**src/rtl/secuenciador_instr.sv**
```systemverilog
// Instruction sequencer: loadable program memory + PC, issues a run of words to the datapath.
// Latency: inicio -> first word valid 2 cycles later; one word per 2 cycles with ready held high.
// Backpressure: instr_out/instr_valid hold stable until instr_ready; all outputs are registered.
module secuenciador_instr #(
    parameter int PROG_DEPTH = 32,
    parameter int ADDR_W     = 5,
    parameter int INSTR_W    = 20
) (
    input  logic               clk,
    input  logic               rst_n,
    input  logic               carga_we,
    input  logic [ADDR_W-1:0]  carga_dir,
    input  logic [INSTR_W-1:0] carga_dato,
    input  logic               inicio,
    input  logic               paso,
    input  logic [ADDR_W:0]    num_instr,
    output logic [INSTR_W-1:0] instr_out,
    output logic               instr_valid,
    input  logic               instr_ready,
    output logic [ADDR_W-1:0]  pc,
    output logic               ocupado,
    output logic               fin
);

    typedef enum logic [2:0] {
        REPOSO   = 3'd0,
        LEER     = 3'd1,
        EMITIR   = 3'd2,
        PAUSA    = 3'd3,
        TERMINAR = 3'd4
    } estado_t;

    localparam logic [ADDR_W:0] DEPTH_C = (ADDR_W + 1)'(PROG_DEPTH);

    estado_t             estado_q, estado_d;
    logic [ADDR_W-1:0]   pc_q, pc_d;
    logic [ADDR_W:0]     cuenta_q, cuenta_d;
    logic [ADDR_W:0]     total_q, total_d;
    logic                paso_q, paso_d;
    logic [INSTR_W-1:0]  instr_q, instr_d;
    logic                valid_q, valid_d;
    logic                fin_q, fin_d;
    logic                ocupado_q, ocupado_d;

    // Program memory has no reset so a program survives an aborted run.
    logic [INSTR_W-1:0]  mem_q [PROG_DEPTH];

    // Program load: only while idle, so a running program can never be modified.
    always_ff @(posedge clk) begin
        if (carga_we && (estado_q == REPOSO)) begin
            mem_q[carga_dir] <= carga_dato;
        end
    end

    // Next state, PC/count bookkeeping and the output word register.
    always_comb begin
        estado_d = estado_q;
        pc_d     = pc_q;
        cuenta_d = cuenta_q;
        total_d  = total_q;
        paso_d   = paso_q;
        instr_d  = '0;

        case (estado_q)
            REPOSO: begin
                if (inicio) begin
                    if (num_instr == '0) begin
                        estado_d = TERMINAR;
                    end else begin
                        estado_d = LEER;
                        pc_d     = '0;
                        cuenta_d = '0;
                        paso_d   = paso;
                        total_d  = (num_instr > DEPTH_C) ? DEPTH_C : num_instr;
                    end
                end
            end
            LEER: begin
                // Registered read straight into the output register.
                instr_d  = mem_q[pc_q];
                estado_d = EMITIR;
            end
            EMITIR: begin
                instr_d = instr_q;
                if (instr_ready) begin
                    // Word consumed: clear the bus so it reads zero while not valid.
                    instr_d  = '0;
                    pc_d     = pc_q + 1'b1;
                    cuenta_d = cuenta_q + 1'b1;
                    if (cuenta_d == total_q) begin
                        estado_d = TERMINAR;
                    end else if (paso_q) begin
                        estado_d = PAUSA;
                    end else begin
                        estado_d = LEER;
                    end
                end
            end
            PAUSA: begin
                if (inicio) begin
                    estado_d = LEER;
                end
            end
            TERMINAR: begin
                estado_d = REPOSO;
            end
            default: begin
                estado_d = REPOSO;
            end
        endcase

        // Status outputs are decoded from the next state and registered.
        valid_d   = (estado_d == EMITIR);
        fin_d     = (estado_d == TERMINAR);
        ocupado_d = (estado_d != REPOSO);
    end

    // State and output registers; reset aborts a run on the same edge.
    always_ff @(posedge clk) begin
        if (!rst_n) begin
            estado_q  <= REPOSO;
            pc_q      <= '0;
            cuenta_q  <= '0;
            total_q   <= '0;
            paso_q    <= 1'b0;
            instr_q   <= '0;
            valid_q   <= 1'b0;
            fin_q     <= 1'b0;
            ocupado_q <= 1'b0;
        end else begin
            estado_q  <= estado_d;
            pc_q      <= pc_d;
            cuenta_q  <= cuenta_d;
            total_q   <= total_d;
            paso_q    <= paso_d;
            instr_q   <= instr_d;
            valid_q   <= valid_d;
            fin_q     <= fin_d;
            ocupado_q <= ocupado_d;
        end
    end

    assign instr_out   = instr_q;
    assign instr_valid = valid_q;
    assign pc          = pc_q;
    assign ocupado     = ocupado_q;
    assign fin         = fin_q;

endmodule

```
**config.mk**
```make
export PLATFORM = sky130hd
export DESIGN_NAME = secuenciador_instr
export DESIGN_NICKNAME = d
export VERILOG_FILES = /design/src/rtl/secuenciador_instr.sv
export SDC_FILE = /design/constraint.sdc
export NUM_CORES = 1
export LEC_CHECK = 0
export ABC_AREA = 1
export CAP_MARGIN = 10
export CORE_AREA = 5 5 298 330
export CTS_BUF_LIST = sky130_fd_sc_hd__clkbuf_4
export CTS_CLUSTER_DIAMETER = 50
export DETAILED_ROUTE_END_ITERATION = 10
export DIE_AREA = 0 0 303 335
export PLACE_DENSITY = 0.52
export SLEW_MARGIN = 5
export SYNTH_ARGS = -nofsm -noshare
export SYNTH_HDL_FRONTEND = slang
export SYNTH_SLANG_ARGS = --single-unit
```
**constraint.sdc**
```tcl
create_clock -name clk -period 4 [get_ports clk]
set_input_delay 0.6 -clock clk [delete_from_list [all_inputs] [get_ports clk]]
set_output_delay 0.6 -clock clk [all_outputs]
set_load 0.01 [all_outputs]
```
==> results_dict.tcl <==
set metrics [dict create \
    critPathBufInv 2 \
    cts_sinks 689 \
    gp_congestion 0.774 \
    crit_arrival_ps 3360 \
    drt-vias-per-instance 4.63 \
    rows 119 \
    cts_hold_buf 0 \
    yosysTopAreaCell "edfxtp_1" \
    p_total_mw 15.7 \
    portBuffers 64 \
    antenna_found_initial 1 \
    syn_inst 2514 \
    grtUsageTotal_pct 15.4 \
    clkTransAtPathRegs_ps 70 \
    status "finished, final reports clean" \
    synth_edf_count 640 \
    hold_viol 0 \
    wirelength_mm 78.6 \
    fin_crit_sh_pct 68.0 \
    core_area_um2 94700 \
    die_x_um 303 \
    required_ps 4640 \
    holdCritPathClass "in -> reg" \
    hpwl_mm 45.9 \
    antenna_left 0 \
    yosysMostFrequentCell "nand2_1" \
    synth_cell_types 31 \
    critPathMaxFanout 20 \
    end_kind "register" \
    ys_async_sr_fraction_pct 0 \
    cts_setup_buffers 0 \
    ys_top_cells_by_count "nand2_1, edfxtp_1, nand3_1" \
    p_leak_nw 11.9 \
    place_area_um2 30100 \
    num_vias 18900 \
    rsz0062_at_grt "false" \
    die_area_um2 102000 \
    netlist_area_um2 28100 \
    yosys-top-cells-area "edfxtp_1, nand2_1, nand3_1" \
    die_y_um 335 \
    clockBufferDepth 3 \
    drt_iter0_drc 1265 \
    yosys_warnings 0 \
    slowest_delay_ps 610 \
    grt_pass1_wl_mm 117 \
    clk_latency_ps 1030 \
    ir_drop_mv 0.225 \
    tightest_slew_ps 1110 \
    power_density_nw_per_um2 485 \
    critPathSlowestCell "nor2_1" \
    yosysSeqAreaShare_pct 71.8 \
    fin_util_pct 34.2 \
    grt_pass1_vias 18400 \
    avgSynthCellArea_um2 11.2 \
    setup_violations 0 \
    synth_fp_nets 2553 \
    maxCapViolCount 0 \
    grt_max_degree 183 \
    synth_top_area_share_pct 68.3 \
    synth-seq-cells 689 \
    post_drt_wl_per_cell_um 19.3 \
    dp_slack_ps 894 \
    fin_setup_tns_ps 0 \
    area_growth_pct 15.3 \
    path_cells "nor2_1, nand2_1, nor2_1, nand3_1, buf_4, nor2_2, buf_4" \
    overflow 0 \
    cp-start-kind "register" \
    route.detailed.drc 0 \
    crit_family "simple AND/OR/NAND/NOR gates" \
    final_nets 2717 \
    worstSetupPathType "reg -> reg" \
    layout-drive-gt1-share_pct 14.5 \
    cts_tree "done" \
    relSlewSlack_pct 25.8 \
    cts_root_buffer "clkbuf_4" \
    skew_ps 71.6 \
    io_pins 65 \
    cts_resized 0 \
    maxSlewViolCount 0 \
    final_area_um2 32400 \
    fmax_mhz 368 \
    start_util_pct 29.7 \
    fin_crit_ps 2720 \
    h-tree-depth 4 \
    cts_inserted_buffers 176 \
    synthFlopType "edfxtp_1" \
    fin_ws_ps 1280 \
    first_pass_iters 5 \
]
==> kinds of logic after synthesis <==
kind of cell | synth area share, %
buf+inv | 3.74
compound gates | 1.00
simple gates | 23.4
flops | 71.8
fa+ha+maj | 0.0889
==> worst register-to-register path: cells and delay by family (launching register included) <==
kind          cells  cell delay, ps
simple gates      5            1400
buf+inv           2             630
flops             1             310
==> flip-flops by register name (all words and copies together), names as in the netlist, named ones only <==
signal,cells
mem_q,640
instr_out,20
cuenta_q,6
total_q,6
pc,5
estado_q,3
fin,1
instr_valid,1
ocupado,1
paso_q,1
==> report_power, final <==
| group | total (mW) | internal (mW) | leakage, nW | switching, mW |
|---|---|---|---|---|
| clock network | 6.18 | 3.32 | 1.35 | 2.86 |
| logic | 1.56 | 0.425 | 4.42 | 1.13 |
| registers | 8.00 | 7.94 | 6.16 | 0.0535 |
==> layout make-up <==
class                           count  area [µm²]
Clock buffer                      257        1930
Inverter                           46         190
Multi-Input combinational cell   1633        6970
Fill cell                        9633       62300
Sequential cell                   689       20200
Timing Repair Buffer              132        1160
Clock inverter                     49         372
Antenna cell                        2        5.00
Tap cell                         1270        1590
==> metal layers <==
metal | up-vias | GRT usage [%] | wire length (µm)
li1 | 9110 | - | -
met2 | 536 | 25.1 | 37700
met3 | 143 | 3.51 | 4180
met5 | - | 0 | 0
met1 | 9080 | 20.0 | 34200
met4 | 0 | 6.00 | 2460
==> cells in the final DEF (no fill, tap or decap), drive strengths merged <==
master,count
a211oi,2
a21oi,31
clkinvlp,3
edfxtp,640
buf,88
clkdlybuf4s50,44
o21ai,8
a22oi,1
diode,2
bufinv,6
nand4,4
o21bai,2
inv,48
clkinv,38
o22ai,4
o211a,1
o21a,1
ha,2
a31oi,1
nand3,496
or2,2
clkbuf,257
dfxtp,49
nor3,1
nand2,1025
nor2,52
==> metrics by stage <==
stage          std cells  hold WS [ps]
3_5_place_dp        3770           455
4_1_cts             4076          48.9
3_3_place_gp        3770           448
5_1_grt             4077          86.6
2_1_floorplan       2514           430
6_report            4078           193
==> worst paths after layout <==
check | slack, ps | to | cells after the start | from
setup / recovery | 1280 | mem_q[2][9] | 7 | estado_q[0]
setup reg to reg | 1280 | mem_q[2][9] | 7 | estado_q[0]
hold reg to reg | 460 | paso_q | 2 | paso_q
hold / removal | 190 | mem_q[2][1] | 1 | carga_dato[1]
No activity file was read; power rests on OpenSTA's default activity.
